$ cat config.mk
export PLATFORM = sky130hd
export DESIGN_NAME = sync_fifo_prog
export DESIGN_NICKNAME = d
export VERILOG_FILES = /design/src/rtl/sync_fifo_pkg.sv /design/src/rtl/sync_fifo_mem.sv /design/src/rtl/sync_fifo_prog.sv
export SDC_FILE = /design/constraint.sdc
export NUM_CORES = 1
export LEC_CHECK = 0
export BUFFER_PORTS_ARGS = -buffer_cell sky130_fd_sc_hd__buf_4
export CELL_PAD_IN_SITES_DETAIL_PLACEMENT = 0
export CELL_PAD_IN_SITES_GLOBAL_PLACEMENT = 1
export CORE_UTILIZATION = 50
export CTS_CLUSTER_SIZE = 12
export DETAILED_ROUTE_END_ITERATION = 7
export GPL_ROUTABILITY_DRIVEN = 0
export PLACE_DENSITY = 0.85
export SLEW_MARGIN = 20
export SYNTH_ARGS = -nofsm -noshare
export SYNTH_HDL_FRONTEND = slang
export SYNTH_HIERARCHICAL = 1
export SYNTH_SLANG_ARGS = --single-unit
export TNS_END_PERCENT = 10
$ cat constraint.sdc
create_clock -name clk -period 3.2 [get_ports clk]
set_input_delay 0.64 -clock clk [delete_from_list [all_inputs] [get_ports clk]]
set_output_delay 0.64 -clock clk [all_outputs]
set_load 0.1 [all_outputs]
$ cat src/rtl/sync_fifo_pkg.sv
// sync_fifo_pkg: shared definitions for the programmable synchronous FIFO.
//   DEF_FIFO_WIDTH / DEF_FIFO_DEPTH : default geometry
//   fifo_op_t                       : accepted-operation encoding {write, read}
//   fifo_status_t                   : the seven status flags, packed for monitors
//   next_ptr()                      : pointer increment with explicit wrap
package sync_fifo_pkg;

    localparam int unsigned DEF_FIFO_WIDTH = 16;
    localparam int unsigned DEF_FIFO_DEPTH = 8;

    // Encoded as {write accepted, read accepted}.
    typedef enum logic [1:0] {
        OP_IDLE  = 2'b00,
        OP_READ  = 2'b01,
        OP_WRITE = 2'b10,
        OP_BOTH  = 2'b11
    } fifo_op_t;

    typedef struct packed {
        logic full;
        logic almostfull;
        logic empty;
        logic almostempty;
        logic overflow;
        logic underflow;
        logic wr_ack;
    } fifo_status_t;

    // Wraps depth-1 -> 0 explicitly so non-power-of-two depths work.
    function automatic int unsigned next_ptr(input int unsigned ptr,
                                             input int unsigned depth);
        return (ptr == depth - 1) ? 0 : ptr + 1;
    endfunction

endpackage

$ cat src/rtl/sync_fifo_mem.sv
// sync_fifo_mem: simple dual-port register array for sync_fifo_prog.
//   clk_i   : rising-edge clock
//   rst_i   : synchronous active-high reset (clears read register only)
//   we_i    : write enable, waddr_i / wdata_i : write address / data
//   re_i    : read enable,  raddr_i           : read address
//   rdata_o : registered read data, holds when re_i is low
// Storage is not reset. A read and write to the same address on one edge
// returns the old contents.
module sync_fifo_mem #(
    parameter int unsigned WIDTH = 16,
    parameter int unsigned DEPTH = 8,
    parameter int unsigned AW    = 3
) (
    input  logic             clk_i,
    input  logic             rst_i,
    input  logic             we_i,
    input  logic [AW-1:0]    waddr_i,
    input  logic [WIDTH-1:0] wdata_i,
    input  logic             re_i,
    input  logic [AW-1:0]    raddr_i,
    output logic [WIDTH-1:0] rdata_o
);

    logic [WIDTH-1:0] mem_q [DEPTH];
    logic [WIDTH-1:0] rdata_q;

    always_ff @(posedge clk_i) begin
        if (we_i) begin
            mem_q[waddr_i] <= wdata_i;
        end
    end

    always_ff @(posedge clk_i) begin
        if (rst_i) begin
            rdata_q <= '0;
        end else if (re_i) begin
            rdata_q <= mem_q[raddr_i];
        end
    end

    assign rdata_o = rdata_q;

endmodule

$ cat src/rtl/sync_fifo_prog.sv
// sync_fifo_prog: parametrised synchronous FIFO with arbitrary depth,
// occupancy count, runtime almost-full/almost-empty thresholds and flush.
//   clk, rst (sync, active-high), flush (sync clear, keeps data_out)
//   data_in / wr_en : write side;  rd_en / data_out : read side (1-cycle latency)
//   af_thresh / ae_thresh : almostfull when count >= af, almostempty when count <= ae
//   count, full, empty, almostfull, almostempty : combinational from count
//   overflow, underflow, wr_ack : registered single-cycle pulses
// Optional (macro SYNC_FIFO_PEAK_EN): peak_clr input and peak output tracking
// the maximum count since the last rst/flush.
module sync_fifo_prog
    import sync_fifo_pkg::*;
#(
    parameter int unsigned FIFO_WIDTH = DEF_FIFO_WIDTH,
    parameter int unsigned FIFO_DEPTH = DEF_FIFO_DEPTH,
    parameter int unsigned CNT_W      = $clog2(FIFO_DEPTH + 1)
) (
    input  logic                  clk,
    input  logic                  rst,
    input  logic [FIFO_WIDTH-1:0] data_in,
    input  logic                  wr_en,
    input  logic                  rd_en,
    input  logic                  flush,
    input  logic [CNT_W-1:0]      af_thresh,
    input  logic [CNT_W-1:0]      ae_thresh,
`ifdef SYNC_FIFO_PEAK_EN
    input  logic                  peak_clr,
    output logic [CNT_W-1:0]      peak,
`endif
    output logic [FIFO_WIDTH-1:0] data_out,
    output logic [CNT_W-1:0]      count,
    output logic                  full,
    output logic                  almostfull,
    output logic                  empty,
    output logic                  almostempty,
    output logic                  overflow,
    output logic                  underflow,
    output logic                  wr_ack
);

    localparam int unsigned PTR_W = $clog2(FIFO_DEPTH);

    logic [PTR_W-1:0] wr_ptr_q, wr_ptr_d;
    logic [PTR_W-1:0] rd_ptr_q, rd_ptr_d;
    logic [CNT_W-1:0] count_q, count_d;
    logic             wr_ack_q, wr_ack_d;
    logic             overflow_q, overflow_d;
    logic             underflow_q, underflow_d;

    fifo_status_t status;
    fifo_op_t     op;
    logic         wr_ok, rd_ok;

    always_comb begin
        status             = '0;
        status.full        = (count_q == CNT_W'(FIFO_DEPTH));
        status.empty       = (count_q == '0);
        status.almostfull  = (count_q >= af_thresh);
        status.almostempty = (count_q <= ae_thresh);
        status.overflow    = overflow_q;
        status.underflow   = underflow_q;
        status.wr_ack      = wr_ack_q;
    end

    always_comb begin
        rd_ok = rd_en && !status.empty;
        // A full FIFO still takes a write when a read frees a slot on the same edge.
        wr_ok = wr_en && (!status.full || rd_en);
        op    = fifo_op_t'({wr_ok, rd_ok});

        count_d = count_q;
        case (op)
            OP_WRITE: count_d = count_q + CNT_W'(1);
            OP_READ:  count_d = count_q - CNT_W'(1);
            default:  count_d = count_q;
        endcase

        wr_ptr_d = wr_ok ? PTR_W'(next_ptr(32'(wr_ptr_q), FIFO_DEPTH)) : wr_ptr_q;
        rd_ptr_d = rd_ok ? PTR_W'(next_ptr(32'(rd_ptr_q), FIFO_DEPTH)) : rd_ptr_q;

        wr_ack_d    = wr_ok;
        overflow_d  = wr_en && status.full && !rd_en;
        underflow_d = rd_en && status.empty;
    end

    always_ff @(posedge clk) begin
        if (rst || flush) begin
            wr_ptr_q    <= '0;
            rd_ptr_q    <= '0;
            count_q     <= '0;
            wr_ack_q    <= 1'b0;
            overflow_q  <= 1'b0;
            underflow_q <= 1'b0;
        end else begin
            wr_ptr_q    <= wr_ptr_d;
            rd_ptr_q    <= rd_ptr_d;
            count_q     <= count_d;
            wr_ack_q    <= wr_ack_d;
            overflow_q  <= overflow_d;
            underflow_q <= underflow_d;
        end
    end

    // rst clears data_out inside the memory; flush only blocks the read so
    // data_out keeps its last value.
    sync_fifo_mem #(
        .WIDTH (FIFO_WIDTH),
        .DEPTH (FIFO_DEPTH),
        .AW    (PTR_W)
    ) u_mem (
        .clk_i   (clk),
        .rst_i   (rst),
        .we_i    (wr_ok && !rst && !flush),
        .waddr_i (wr_ptr_q),
        .wdata_i (data_in),
        .re_i    (rd_ok && !flush),
        .raddr_i (rd_ptr_q),
        .rdata_o (data_out)
    );

`ifdef SYNC_FIFO_PEAK_EN
    logic [CNT_W-1:0] peak_q, peak_d;

    // peak_clr drops the old maximum, but the max rule still applies against
    // the current count, so peak lands on count rather than zero.
    always_comb begin
        peak_d = peak_q;
        if (peak_clr) begin
            peak_d = count_q;
        end else if (count_q > peak_q) begin
            peak_d = count_q;
        end
    end

    always_ff @(posedge clk) begin
        if (rst || flush) begin
            peak_q <= '0;
        end else begin
            peak_q <= peak_d;
        end
    end

    assign peak = peak_q;
`endif

    assign count       = count_q;
    assign full        = status.full;
    assign almostfull  = status.almostfull;
    assign empty       = status.empty;
    assign almostempty = status.almostempty;
    assign overflow    = status.overflow;
    assign underflow   = status.underflow;
    assign wr_ack      = status.wr_ack;

endmodule

==> results.md <==
* Via count at 3599
* Worst skew pair latency at 0.42 ns
* Cell area after synthesis at 6440 sq um
* CTS buffer count at 17
* Buf/Inv on CP at 2
* Power, Total at 4.59 mW
* Global-route wire length before repair at 18.7 mm
* All-Layer GR Usage at 0.195
* DRC at 0
* Clock Sinks at 157
* Commonest cells in the netlist: edfxtp_1, mux2i_1, nor2_1
* Initial core utilization at 0.512
* CP Capture Type: output pin
* Die area at 13300 sq um
* CP startpoint: count[0]$_SDFFE_PP0P_
* CP top delay family: compound AO/OA/AOI/OAI gates
* Final hold viol count at 0
* Slew of the pin with the lowest slew margin at 0.956 ns
* Seq/Total Area, Yosys at 0.687
* Port bufs at 55
* Count leader, synth: edfxtp_1
* Hold path endpoint: overflow$_SDFF_PP0_
* H-tree depth at 4
* Worst path slowest cell: dfxtp_4
* Slew HR at 0.363
* IR drop worst, VDD at 0.356 mV
* Combinational fraction of design power at 0.070
* Main combinational cell family by area after synthesis: multiplexers
* Min Hold Slack at 0.424 ns
* I/O pin cnt at 56
* Most common cell on crit path: a21o_1
* Clk root buf: clkbuf_16
* Startpoint types: flop
* First-iteration detailed-routing DRC count at 198
* Finished Layout Cells at 661
* Post-CTS Hold Fix Bufs at 0
* WL final at 12.1 mm
* Reg2Reg Setup Slack at 0.60 ns
* Routed len/inst at 18.3 um
* Post-Route Skew at 0.00542 ns
* Die height at 115 um
* Crit path cell chain: inv_1 -> ha_1 -> nand2b_1 -> a21o_1 -> a21o_1 -> a21o_1 -> buf_4
* PD cells at 596 nW/um^2
* NumNets Final at 520
* Critical Path RT at 2.56 ns
* Post-Synth Simple-Gate Area at 0.0496
* XOR/XNOR share of the synthesized area at 0.00408
* Synth warn at 6
* Area Overhead vs Synth at 19.5%
* Worst r2r src: count[1]$_SDFFE_PP0P_
* Top cells by area, synth: edfxtp_1, dfxtp_1, mux2i_1, mux2_2, ha_1
* Clk pwr share at 0.441
* CORE AREA at 12600 sq um
* Synth Area in Compound Gates at 0.0839
* Ys async rst share at 0
* Reg2reg path depth at 9
* Layout cell share with drive strength beyond 1 at 0.342
* FF-to-FF End: count[2]$_SDFFE_PP0P_
* Post-synthesis mux area share at 0.112
* Post-route design area at 7690 sq um
* Register share of total power at 0.488
* Unrepaired setup endpoints after global routing: no
* Worst-path clk slew at 0.06 ns
* Post-Synthesis Cells at 404
* Setup bufs post-CTS at 0
* Syn nets at 448
* Top-area cell type share of the netlist area at 0.597
* Initial antenna violation count at 0
* # rows at 41
* Sw Ratio at 0.236
* Switch Pwr at 1.08 mW
* Main synth FF type: edfxtp_1
* CP Data Arrival Time at 2.05 ns
* Vias in the first global route at 3702
* Placed instance count at 629
* Largest net degree at the start of global routing at 37
* # fillers at 913
* EDFF count, synth at 128
* HP Start: rd_en
* Pins Over Slew Limit at 0
* LEAKAGE at 2.72 nW
* Yosys top cell by area: edfxtp_1
* CP max FO at 7
* Setup WS pre-CTS at 0.544 ns
* # setup viols final at 0
* Status: finished clean
* Hold Crit Class: in2reg
* P_int at 3.51 mW
* Post_cts resized at 0
* Tmin final at 2.69 ns
* Synth unique cells at 42
* Vias per inst at 5.44
* Hold path depth at 2
* TNS Setup at 0 ns
* Cell Area, Placed at 7090 sq um
* First-pass DRT Iterations at 4
* Post-Syn Area per Cell at 15.9 sq um
* Fmax at 0.372 GHz
* Overflow left after global routing at 0
* CP peak stage delay at 0.39 ns
* Adder-cell share of the synthesized area at 0.0291
* Max cap viols at 0
* Seq cells post-synth at 157
* Die width at 115 um
* Tcrit/Tclk final at 0.841
* CTS Buffer Depth at 2
* WS Path Type: reg2out
* Layout Utilization at 0.612
* Worst setup margin at 0.510 ns
* Post-DP HPWL at 7.42 mm
* N_diodes at 0
* Post-route ant nets at 0
* TritonCTS clock tree: done
worst register-to-register path, stage by stage (launching register included):
cell,delay [ns]
dfxtp_4,0.39
or4b_4,0.56
o21ai_4,0.28
ha_2,0.29
xor2_1,0.20
ha_1,0.19
a21oi_2,0.04
xor2_1,0.15
or3_1,0.31
a21oi_1,0.14
how the worst max path moves through the flow:
stage                                   endpoint  cells after the start
floorplan                  count[2]$_SDFFE_PP0P_                     11
global placement    u_mem/mem_q[0][13]$_DFFE_PP_                      6
detailed placement  u_mem/mem_q[0][13]$_DFFE_PP_                      6
CTS                                   almostfull                      7
global route                          almostfull                      7
finish                                almostfull                      7
state kept, by name, indices dropped and copies added, names as in the netlist:
signal	cells
overflow	1
wr_ack	1
rd_ptr_q	3
underflow	1
u_mem/rdata_o	16
wr_ptr_q	3
u_mem/mem_q	128
count	4
cell families after synthesis:
family | count (synthesis)
AOI/OAI and AO/OA | 65
and+or+nand+nor | 66
xor gates and xnor gates | 3
buffers and inverters | 30
adders and majority gates | 15
DFF | 157
muxes | 68
power by group through the flow:
stage / registers (mW) / clock network [mW] / logic [mW]
after CTS: 2.24 / 2.06 / 0.326
after detailed placement: 2.28 / 0 / 0.324
after floorplan: 2.37 / 0 / 0.147
after global placement: 2.28 / 0 / 0.318
after global routing: 2.24 / 2.15 / 0.345
final: 2.24 / 2.03 / 0.323
cell type report:
cell class,count,area (sq um),share of cell area
sequential,157,4440,0.577
multi-input combinational,217,1830,0.238
timing repair buffer,74,568,0.0738
clock buffer,17,425,0.0553
tap,172,215,0.0280
clock inverter,15,179,0.0233
inverter,9,33.8,0.00439
layout by cell type (no fill, tap or decap), types with 6 or more instances in the layout:
| master | instances |
|---|---|
| nand2b_1 | 6 |
| a221o_1 | 13 |
| nand2_1 | 8 |
| ha_1 | 14 |
| buf_4 | 73 |
| dfxtp_1 | 24 |
| a211oi_1 | 8 |
| clkbuf_16 | 17 |
| nor2_1 | 32 |
| o22ai_1 | 13 |
| edfxtp_1 | 128 |
| mux2i_1 | 36 |
| a211oi_2 | 8 |
| inv_1 | 9 |
| mux2_2 | 32 |
layer usage:
layer	up-vias	wire length [um]	global-route usage
li1	1714	-	-
met1	1758	4870	0.227
met2	106	6250	0.334
met3	21	716	0.0601
met4	0	280	0.0883
met5	-	0	0
No activity file was read; power rests on OpenSTA's default activity.
